--- src/rtl/pc_seq_pkg.sv ---
//------------------------------------------------------------------------------
// Module  : pc_seq_pkg
// Brief   : Shared state type and constants for the program-counter sequencer.
// Revision: 1.0 - initial release
//------------------------------------------------------------------------------
`default_nettype none

package pc_seq_pkg;

  // Sequencer states; the encoding is fixed so it reads the same in any dump.
  typedef enum logic [1:0] {
    BOOT  = 2'd0,
    FETCH = 2'd1,
    HALT  = 2'd2
  } state_e;

  // Byte distance between consecutive sequential fetches.
  localparam int unsigned PC_INC = 4;

  // True when an address is not aligned to a 4-byte instruction boundary.
  function automatic logic is_misaligned(input logic [1:0] addr_lsb);
    return addr_lsb != 2'b00;
  endfunction

endpackage

`default_nettype wire

--- src/rtl/pc_next_mux.sv ---
//------------------------------------------------------------------------------
// Module  : pc_next_mux
// Brief   : Combinational next-PC selection and misalign detection.
// Revision: 1.0 - initial release
//------------------------------------------------------------------------------
`default_nettype none

module pc_next_mux
  import pc_seq_pkg::*;
#(
  parameter int unsigned       WIDTH        = 64,
  parameter logic [WIDTH-1:0]  RESET_VECTOR = WIDTH'(64'h0),
  parameter logic [WIDTH-1:0]  TRAP_VECTOR  = WIDTH'(64'h100)
) (
  input  state_e             state_i,
  input  logic [WIDTH-1:0]   pc_i,
  input  logic               trap_i,
  input  logic               branch_taken_i,
  input  logic [WIDTH-1:0]   branch_target_i,
  input  logic               handshake_i,
  output logic [WIDTH-1:0]   pc_d_o,
  output logic               misalign_d_o
);

  // Redirects outrank the sequential increment; a misaligned branch is
  // diverted to the trap vector and flagged. In HALT only a trap moves the PC.
  always_comb begin
    pc_d_o       = pc_i;
    misalign_d_o = 1'b0;
    case (state_i)
      BOOT: begin
        pc_d_o = RESET_VECTOR;
      end
      FETCH: begin
        if (trap_i) begin
          pc_d_o = TRAP_VECTOR;
        end else if (branch_taken_i && is_misaligned(branch_target_i[1:0])) begin
          pc_d_o       = TRAP_VECTOR;
          misalign_d_o = 1'b1;
        end else if (branch_taken_i) begin
          pc_d_o = branch_target_i;
        end else if (handshake_i) begin
          pc_d_o = pc_i + WIDTH'(PC_INC);
        end
      end
      HALT: begin
        if (trap_i) begin
          pc_d_o = TRAP_VECTOR;
        end
      end
      default: begin
        pc_d_o = RESET_VECTOR;
      end
    endcase
  end

endmodule

`default_nettype wire

--- src/rtl/pc_sequencer.sv ---
//------------------------------------------------------------------------------
// Module  : pc_sequencer
// Brief   : Instruction-fetch PC sequencer with BOOT/FETCH/HALT control,
//           redirect handling and a completed-fetch counter.
// Revision: 1.0 - initial release
//------------------------------------------------------------------------------
`default_nettype none

module pc_sequencer
  import pc_seq_pkg::*;
#(
  parameter int unsigned       WIDTH        = 64,
  parameter logic [WIDTH-1:0]  RESET_VECTOR = WIDTH'(64'h0),
  parameter logic [WIDTH-1:0]  TRAP_VECTOR  = WIDTH'(64'h100)
) (
  input  logic               clk,
  input  logic               reset_n,
  input  logic               imem_ready,
  input  logic               stall,
  input  logic               branch_taken,
  input  logic [WIDTH-1:0]   branch_target,
  input  logic               trap,
  input  logic               halt_req,
  input  logic               resume,
  output logic [WIDTH-1:0]   pc_out,
  output logic               imem_req,
  output logic [31:0]        fetch_count,
  output logic               halted,
  output logic               misalign
);

  state_e             state_q;
  logic [WIDTH-1:0]   pc_q;
  logic [WIDTH-1:0]   pc_d;
  logic [31:0]        count_q;
  logic               misalign_q;
  logic               misalign_d;
  logic               w_handshake;

  assign imem_req    = (state_q == FETCH) && !stall;
  assign w_handshake = imem_req && imem_ready;

  pc_next_mux #(
    .WIDTH        (WIDTH),
    .RESET_VECTOR (RESET_VECTOR),
    .TRAP_VECTOR  (TRAP_VECTOR)
  ) u_pc_next_mux (
    .state_i         (state_q),
    .pc_i            (pc_q),
    .trap_i          (trap),
    .branch_taken_i  (branch_taken),
    .branch_target_i (branch_target),
    .handshake_i     (w_handshake),
    .pc_d_o          (pc_d),
    .misalign_d_o    (misalign_d)
  );

  // Control FSM plus PC, fetch counter and misalign pulse registers. A halt
  // request only lands on a completed handshake, even if the PC is redirected.
  always_ff @(posedge clk or negedge reset_n) begin
    if (!reset_n) begin
      state_q    <= BOOT;
      pc_q       <= RESET_VECTOR;
      count_q    <= 32'd0;
      misalign_q <= 1'b0;
    end else begin
      pc_q       <= pc_d;
      misalign_q <= misalign_d;
      if (w_handshake) begin
        count_q <= count_q + 32'd1;
      end
      case (state_q)
        BOOT:    state_q <= FETCH;
        FETCH:   if (w_handshake && halt_req) state_q <= HALT;
        HALT:    if (trap || resume) state_q <= FETCH;
        default: state_q <= BOOT;
      endcase
    end
  end

  assign pc_out      = pc_q;
  assign fetch_count = count_q;
  assign halted      = (state_q == HALT);
  assign misalign    = misalign_q;

endmodule

`default_nettype wire

--- config.mk ---
export PLATFORM = sky130hd
export DESIGN_NAME = pc_sequencer
export DESIGN_NICKNAME = d
export VERILOG_FILES = /design/src/rtl/pc_seq_pkg.sv /design/src/rtl/pc_next_mux.sv /design/src/rtl/pc_sequencer.sv
export SDC_FILE = /design/constraint.sdc
export NUM_CORES = 1
export LEC_CHECK = 0
export ABC_AREA = 1
export CAP_MARGIN = 20
export CELL_PAD_IN_SITES_DETAIL_PLACEMENT = 0
export CELL_PAD_IN_SITES_GLOBAL_PLACEMENT = 1
export CORE_MARGIN = 2
export CORE_UTILIZATION = 31
export DETAILED_ROUTE_END_ITERATION = 8
export PLACE_DENSITY = 0.79
export SETUP_SLACK_MARGIN = 0.05
export SLEW_MARGIN = 20
export SYNTH_ARGS = -nofsm -noshare
export SYNTH_HDL_FRONTEND = slang
export SYNTH_SLANG_ARGS = --single-unit
--- constraint.sdc ---
create_clock -name clk -period 1.65 [get_ports clk]
set_input_delay 0.33 -clock clk [delete_from_list [all_inputs] [get_ports clk]]
set_output_delay 0.33 -clock clk [all_outputs]
set_load 0.01 [all_outputs]
Word-level counts from Yosys, hierarchy flattened
Cells that the tools add are included.
{ "totals": {"ff_bits": 99, "input_bits": 72, "output_inout_bits": 99, "word_cells": 34} }
{ "op_classes": {"addsub": 2, "n_eq_ne": 6, "muxes": 12, "reduce_logical": 10} }
{ "op_table": {"columns": ["cell", "count"], "rows": [
  ["$mux 64", 5],
  ["$pmux 64 s2", 1],
  ["$add 64x3->64 const B", 1],
  ["$add 32x1->32 const B", 1],
  ["$pmux 2 s3", 1],
  ["$ne 5x4->1 const B", 1],
  ["$logic_and 1x1->1", 4],
  ["$mux 2", 2],
  ["$ne 2x1->1 const B", 2],
  ["$reduce_and 2->1", 2],
  ["$mux 1", 3],
  ["$eq 2x1->1 const B", 1],
  ["$eq 2x2->1 const B", 1],
  ["$logic_not 2->1", 1],
  ["$ne 2x2->1 const B", 1],
  ["$reduce_bool 2->1", 1],
  ["$logic_not 1->1", 1],
  ["$logic_or 1x1->1", 1]
]} }

Depth between registers and ports, before layout
Gate-level depths: netlist (run 1).
{ "logic_depth": {"ltp_word": 8, "ltp_mapped": 12, "ltp_nobuf": 11} }

Modules after synthesis
A second synthesis (run 1) with hierarchy kept.
{ "hier_totals": {"cells_unflattened": 1157, "area_unflattened_um2": 7322.0} }
{ "by_module_without_submodules": {"columns": ["mod", "instances", "cells_per_inst", "area_each_um2", "seq_area_each_um2"], "rows": [
  ["pc_next_mux", 1, 838, 3753.6, 0.0],
  ["pc_sequencer", 1, 319, 3568.4, 2477.4]
]} }

Least setup slack after synthesis (run 1)
No wires, ideal clock.
{ "synth_path": {"path_type": "register to register", "from": "register pc_q[2], in the netlist pc_out[2]", "to": "register pc_q[34], in the netlist pc_out[34]", "setup_time_ns": 0.124, "t_arrival_ns": 1.734, "required_time_ns": 1.526, "slack_ns": -0.207, "stages_incl_launch_ff": 12, "n_path_buf": 1, "synth_period_minus_slack_ns": 1.857, "cell_sequence": "dfrtp_1 > ha_1 > buf_2 > nand2_1 > nor2_2 > nand2_1 > nor2_2 > nand2_1 > nand2_1 > nand3_1 > o211ai_1 > nand2_1"} }
{ "synth_via": {"elab_chain_len": 6} }
{ "synth_lines": {"columns": ["element", "line_no", "source"], "rows": [
  ["start: declaration", "pc_sequencer.sv:33", "logic [WIDTH-1:0] pc_q;"],
  ["start signal: assignment", "pc_sequencer.sv:67", "pc_q <= pc_d;"],
  ["$add 64x3->64", "pc_next_mux.sv:43", "pc_d_o = pc_i + WIDTH'(PC_INC);"],
  ["$mux 64", "pc_next_mux.sv:42", "end else if (handshake_i) begin"],
  ["$mux 64", "pc_next_mux.sv:40", "end else if (branch_taken_i) begin"],
  ["$mux 64", "pc_next_mux.sv:37", "end else if (branch_taken_i && is_misaligned(branch_target_i[1:0])) begin"],
  ["$mux 64", "pc_next_mux.sv:35", "if (trap_i) begin"],
  ["$pmux 64 s2", "pc_next_mux.sv:30", "case (state_i)"]
]} }
No other way between the ends. The select of a mux whose other input is x is not followed.
A chain may end at the register's enable or synchronous reset.

Worst setup path after layout (run 1)
{ "layout_path": {"from": "register state_q[1]", "to": "register pc_q[10], in the netlist pc_out[10]"} }
{ "layout_via": {"elab_chain_len": 5, "word_cells_on_any_way": 8, "cone_classes": "eq/ne: 4; mux: 1; reduce/logical: 3"} }
{ "layout_lines": {"columns": ["element", "line_no", "source"], "rows": [
  ["start: declaration", "pc_sequencer.sv:32", "state_e state_q;"],
  ["start signal: assignment", "pc_sequencer.sv:62", "state_q <= BOOT;"],
  ["start signal: assignment", "pc_sequencer.sv:73", "BOOT: state_q <= FETCH;"],
  ["start signal: assignment", "pc_sequencer.sv:74", "FETCH: if (w_handshake && halt_req) state_q <= HALT;"],
  ["$eq 2x1->1", "pc_next_mux.sv:30, pc_sequencer.sv:40", null],
  ["$logic_and 1x1->1", "pc_sequencer.sv:40", "assign imem_req = (state_q == FETCH) && !stall;"],
  ["$logic_and 1x1->1", "pc_sequencer.sv:41", "assign w_handshake = imem_req && imem_ready;"],
  ["$ne 5x4->1 (no line)", null, null],
  ["$reduce_and 2->1 (no line)", null, null]
]} }
Parallel ways exist; a longest one is shown, timed or not.

==> results by group, run 1 <==
Placed design
  – Count of input and output buffers: 170
  – GPL Wtd Cong: 0.940
  – DP HPWL: 23500 um
  – Post-Place Cell Area: 0.0107 mm^2

Drt
  – Vias: 9295
  – DR iter-0 viols: 734
  – DRC violations left: 0
  – Vias/cell: 4.90
  – DRT Pass-1 Iters: 5
  – Post-route ant nets: 0
  – WL per Instance: 17.5 um
  – Post-Route WL: 33200 um

Timing
  – Slew @ Worst Pin: 0.562 ns
  – Crit share post-route: 1.14
  – Worst Clk Skew: 0.0112 ns
  – Endpoints failing hold: 0
  – Hold Slack: 0.419 ns
  – Worst slew margin: 0.624
  – Slew Viols, Final: 0
  – RSZ-0062 raised after global routing: yes
  – Fmax: 0.531 GHz
  – Final Critical Period: 1.88 ns
  – # setup viols final: 82
  – Final WS setup: -0.234 ns
  – Setup TNS: -11.97 ns

Clock network
  – Clock root buffer: clkbuf_16
  – H-tree depth: 3
  – Max Root-Sink Buffers: 2
  – CTS tree: yes
  – Cts bufs inserted: 9
  – Latest clock arrival within the worst-skew pair: 0.37 ns
  – Clock Sinks: 99
  – Clock-pin slew of the registers on the worst-case setup and hold paths: 0.09 ns

Setup path
  – CP Capture Type: register
  – Worst Path Required: 1.88 ns
  – Worst Setup Start Kind: register
  – Slowest cell delay on critical path: 0.40 ns
  – Crit-path most repeated cell: buf_6
  – Slowest cell on crit path: dfrtp_1
  – Crit Path Category: reg -> reg
  – CP max FO: 7
  – CP top delay family: buffers and inverters
  – Cell Chain, Critical Path: inv_2, ha_4, buf_6, nand3_4, o21ai_4, nor2_4, nand2_8, clkinvlp_4, buf_6, o211ai_1, nand2_1
  – WP buf/inv: 4
  – Crit path arrival time: 2.12 ns

Pwr
  – Power per cell area: 716 mW/mm^2
  – VDD IR-drop max: 0.443 mV
  – Lkg Pwr: 6.33 nW
  – Overall power: 9.14 mW

Cells and area
  – Filler cell count: 2143
  – Design Area, Final: 0.0128 mm^2
  – Area Overhead vs Synth: 79.2%
  – ANT cells: 0
  – Final nets: 1685
  – Fin util: 0.565
  – Share of cells above drive strength 1: 0.318

Yosys
  – Avg Cell Area, Syn: 6.26 um^2
  – Syn Nets: 1217
  – Synthesized instance count: 1138
  – Top-area cell type share of the netlist area: 0.348
  – Area leader, netlist: dfrtp_1
  – Ys Warns: 0
  – Area contributors post-synth: dfrtp_1 35%, nand2_1 21%, nor2_1 13%
  – Sequential share of the synthesized area: 0.348
  – Synthesis-stage register bit count: 99
  – Post-synthesis cell type count: 31
  – Synthesized cell area: 0.00712 mm^2

GRT
  – Gr ovfl total: 0
  – Initial antenna violation count: 0
  – Vias in the first global route: 8831
  – First-pass GRT wire length: 50200 um
  – Largest net degree at the start of global routing: 44
  – GRT Overall Usage: 0.273

Floorplanning
  – Die Ht: 156 um
  – Die X-Extent: 156 um
  – I/O pins: 171
  – Floorplan row count: 55
  – Die area: 0.0242 mm^2
  – Core Area: 0.0226 mm^2
  – Starting Density: 0.316

Status
  – Outcome: finished with violations
  – Failing checks: setup timing

Flow run
  – Max Cap Violations: 0

Hold path
  – Worst hold path class: in -> async
==> final cells by class <==
type	count	area [um^2]	share of cell area
Tap cell	285	357	0.0279
Clock inverter	7	75.1	0.00588
Clock buffer	9	225	0.0177
Multi-Input combinational cell	905	4750	0.372
Timing Repair Buffer	484	4440	0.348
Sequential cell	99	2490	0.195
Inverter	107	422	0.0330
==> cell families after synthesis <==
group                    Yosys count  share of synthesized area
AND/OR/NAND/NOR                  787                      0.454
buffers and inverters            134                     0.0773
AO/OA/AOI/OAI                     63                     0.0490
multiplexers                       1                    0.00141
adder cells (fa/ha/maj)            7                     0.0123
XOR/XNOR                          47                     0.0578
flip-flops                        99                      0.348
==> synth_stat cells (all sizes together) <==
cell and number:
nand3 86, clkbuf 15, a21oi 4, buf 12, mux2i 1, nor3 15, clkinv 1, dfrtp 99
nand2 407, xnor2 15, inv 106, nand3b 6, xor2 32, o22ai 4, ha 7, o21ai 48
and2 1, o211ai 7, nand4 21, nor4 1, nor2 250
==> layer usage <==
layer	routed length (um)	part of all wire	track usage
met3	2160	0.065	0.0417
met2	15500	0.47	0.440
met4	540	0.016	0.0585
met1	15000	0.45	0.388
met5	0	0	0
==> where the power goes <==
group / internal (mW) / leakage, nW / switching [mW]
registers: 2.63 / 1.34 / 0.176
clock network: 1.08 / 0.145 / 1.20
logic: 2.08 / 4.85 / 1.96
==> what timing repair did <==
action | in CTS | in global routing
pin swaps | 61 | 25
buffers inserted | 79 | 18
setup endpoints to repair | 180 | 100
gates cloned | 11 | 0
gates resized for setup | 312 | 67
hold buffers | 1 | 0
endpoints found under the hold margin | 22 | 0
==> layout by cell type (no fill, tap or decap), types with 9 or more instances in the layout <==
cell,synthesis,layout
nand4_1,21,21
nor3_1,15,11
dlygate4sd2_1,0,86
nor2_4,5,31
clkbuf_16,0,9
buf_4,1,269
nand2_1,407,369
buf_12,0,21
o21ai_1,3,19
buf_6,5,12
xor2_1,32,32
nand3_1,83,75
dfrtp_1,99,89
nor2_1,239,168
inv_1,104,96
o21ai_0,44,21
clkdlybuf4s50_1,0,70
dfrtp_2,0,10
xnor2_1,15,14
buf_16,0,10
nor2_2,6,51
nand2_2,0,32
==> path summary, 6_finish.rpt <==
path / startpoint / to / slack, ns / depth (start not counted)
setup / recovery: state_q[1] / pc_out[10] / -0.23 / 11
hold / removal: reset_n / pc_out[1] / 0.42 / 2
setup reg to reg: state_q[1] / pc_out[10] / -0.23 / 11
hold reg to reg: pc_out[1] / pc_out[1] / 0.50 / 2
max in group asynchronous: reset_n / pc_out[58] / 0.62 / 3
min in group clk: pc_out[1] / pc_out[1] / 0.50 / 2
==> through the flow <==
stage,setup WS (ns),std cells
floorplan,-0.0906,1138
global placement,-0.524,1773
detailed placement,-0.615,1773
CTS,-0.152,1879
global route,-0.351,1896
finish,-0.234,1896
==> state kept, by name, summed over array words and instances (netlist names) <==
signal and cells:
pc_out 64, state_q 2, fetch_count 32, misalign 1
(Power assumes the default switching activity.)
==> run 2, diff against run 1 <==
- CORE_UTILIZATION: 31 -> 32
- CTS_BUF_LIST: not set -> sky130_fd_sc_hd__clkbuf_8
- PLACE_DENSITY: 0.79 -> 0.81
- clock period: 1.65 -> 1.51 ns (I/O delays scaled with it)
==> run 2 against run 1 <==
First-iteration DRC count up 0.82%. Critical path type unchanged. The flow still finishes with violations (setup timing). Die area decreased by 3.0%. Highest routed layer unchanged. Routed wire length shrank 4.1%. Power down 0.23%. Global-route usage decreased by 1.1 points. Cell count increased by 1.2%. Largest power group unchanged.
==> results by group, run 2 (same netlist as run 1, synthesis figures left out) <==
Status
  – Outcome: finished with violations
  – Failing checks: setup timing

Cells and area
  – Area Overhead vs Synth: 78.7%
  – Filler cell count: 2042 (-4.7%)
  – Design Area, Final: 0.0127 mm^2 (-0.25%)
  – Fin util: 0.583 (+0.0179)
  – Share of cells above drive strength 1: 0.380 (+0.0619)
  – Final nets: 1713 (+1.7%)
  – Final non-filler cell total: 1918 (+1.2%)
  – ANT cells: 0 (unchanged)
  – Commonest non-fill, non-tap cells in the layout: 361 x nand2_1, 284 x buf_4, 161 x nor2_1
  – Max reg flops: 64 (unchanged)
  – Most common cell after layout, fill and taps aside: nand2_1

Drt
  – DRC violations left: 0 (unchanged)
  – Post-route ant nets: 0 (unchanged)
  – DRT Pass-1 Iters: 5 (unchanged)
  – DR iter-0 viols: 740 (+0.82%)
  – Vias: 9200 (-1.0%)
  – Vias/cell: 4.80 (-2.2%)
  – Post-Route WL: 31800 um (-4.1%)
  – WL per Instance: 16.6 um (-5.2%)

Placed design
  – DP HPWL: 22900 um (-2.6%)
  – Count of input and output buffers: 170 (unchanged)
  – Post-Place Cell Area: 0.0109 mm^2 (+1.9%)
  – Inst Count DP: 1788 (+0.85%)
  – Setup slack after placement: -0.521 ns (+0.0938 ns)
  – GPL Wtd Cong: 0.936 (-0.45%)

Floorplanning
  – Die Ht: 153 um (-1.5%)
  – Core Area: 0.0218 mm^2 (-3.3%)
  – Die X-Extent: 153 um (-1.5%)
  – Floorplan row count: 54 (-1.8%)
  – I/O pins: 171 (unchanged)
  – Die area: 0.0235 mm^2 (-3.0%)
  – Starting Density: 0.326 (+0.0108)

Setup path
  – Slowest cell on crit path: dfrtp_1
  – Crit path arrival time: 2.12 ns (about the same)
  – WP depth: 12 (+1)
  – Worst Setup Start Kind: register
  – CP top delay family: simple AND/OR/NAND/NOR gates
  – CP max FO: 7 (unchanged)
  – Cell Chain, Critical Path: buf_6, ha_4, nand3_4, buf_12, nor2_4, nand3_4, nor2_4, nand3_4, nor2_4, nand2_1, nand2_1, nand2_1
  – Worst Path Required: 1.79 ns (-0.09 ns)
  – Slowest cell delay on critical path: 0.37 ns (-0.03 ns)
  – CP Capture Type: register
  – FF-to-FF path depth: 12 (+1)
  – Crit Path Category: reg -> reg
  – WP buf/inv: 2 (-2)

Timing
  – RSZ-0062 raised after global routing: yes
  – Crit share post-route: 1.22 (+0.0775)
  – Slew @ Worst Pin: 0.401 ns (-0.161 ns)
  – Worst slew margin: 0.732 (+0.108)
  – Final WS setup: -0.331 ns (-0.0973 ns)
  – Slew Viols, Final: 0 (unchanged)
  – Setup TNS: -19.61 ns (-7.64 ns)
  – # setup viols final: 89 (+8.5%)
  – Final Critical Period: 1.84 ns (-0.0427 ns)
  – Worst Clk Skew: 0.0215 ns (+0.0103 ns)
  – Fmax: 0.543 GHz (+2.3%)
  – Hold Slack: 0.333 ns (-0.0864 ns)
  – Endpoints failing hold: 0 (unchanged)

Clock network
  – Max Root-Sink Buffers: 2 (unchanged)
  – Clock Sinks: 99 (unchanged)
  – Clock-pin slew of the registers on the worst-case setup and hold paths: 0.13 ns (+0.04 ns)
  – Clock root buffer: clkbuf_8
  – CTS tree: yes
  – Latest clock arrival within the worst-skew pair: 0.40 ns (+0.03 ns)
  – Cts bufs inserted: 9 (unchanged)
  – H-tree depth: 3 (unchanged)

GRT
  – GRT Overall Usage: 0.262 (-0.0106)
  – First-pass GRT wire length: 48300 um (-3.7%)
  – Vias in the first global route: 8860 (+0.33%)
  – Initial antenna violation count: 0 (unchanged)
  – Largest net degree at the start of global routing: 56 (+27%)
  – Gr ovfl total: 0 (unchanged)

Pwr
  – Power per cell area: 716 mW/mm^2 (about the same)
  – Overall power: 9.12 mW (-0.23%)
  – Comb power frac: 0.474 (+0.031)
  – Pint: 5.78 mW (-0.35%)
  – Lkg Pwr: 6.21 nW (-1.9%)
  – P_sw: 3.34 mW (about the same)
  – VDD IR-drop max: 0.516 mV (+16%)
  – Register share of total power: 0.334 (+0.027)
  – Switching Share: 0.366 (+0.000820)
  – Clock power share: 0.192 (-0.058)

Flow run
  – Max Cap Violations: 0 (unchanged)

Hold path
  – Worst hold path class: in -> async
run 2: layout make-up:
type / instances / area [um^2] / area share
multi-input combinational: 905 / 4770 / 0.375
timing repair buffer: 512 / 4520 / 0.355
sequential: 99 / 2490 / 0.196
inverter: 107 / 415 / 0.0326
tap: 280 / 350 / 0.0275
clock buffer: 9 / 124 / 0.00973
clock inverter: 6 / 56.3 / 0.00442
run 2: path summary, 6_finish.rpt:
path,start,endpoint,slack [ns]
setup reg to reg,state_q[0],fetch_count[28],-0.33
setup / recovery,state_q[0],fetch_count[28],-0.33
hold / removal,reset_n,pc_out[13],0.33
hold reg to reg,pc_out[1],pc_out[1],0.50
min in group clk,trap,misalign,0.48
max in group asynchronous,reset_n,pc_out[22],0.58
run 2: power groups by stage:
stage,combinational [mW],clock (mW),sequential (mW)
after detailed placement,2.91,0,3.14
after global placement,2.88,0,3.13
final,4.32,1.75,3.05
after CTS,3.86,1.79,3.03
after global routing,4.62,1.88,3.07
after floorplan,1.04,0,3.28
run 2: what timing repair did:
item | CTS | global route
endpoints found under the hold margin | 18 | 0
gates resized for setup | 445 | 172
hold buffers | 1 | 0
pin swaps | 19 | 40
cloned | 6 | 3
setup buffers | 96 | 32
endpoints found under the setup margin | 189 | 116
run 2: worst reg2reg max path, cell delays in order (launching register included):
cell and delay, ns:
dfrtp_1 0.37, buf_6 0.11, ha_4 0.17, nand3_4 0.09
buf_12 0.15, nor2_4 0.11, nand3_4 0.09, nor2_4 0.13
nand3_4 0.10, nor2_4 0.20, nand2_1 0.09, nand2_1 0.07
nand2_1 0.06
run 2: metal layers:
layer	global-route usage	up-vias	routed length, um
met1	0.364	4288	14600
li1	-	4548	-
met4	0.0595	0	658
met5	0	-	0
met2	0.434	314	14800
met3	0.0357	50	1770
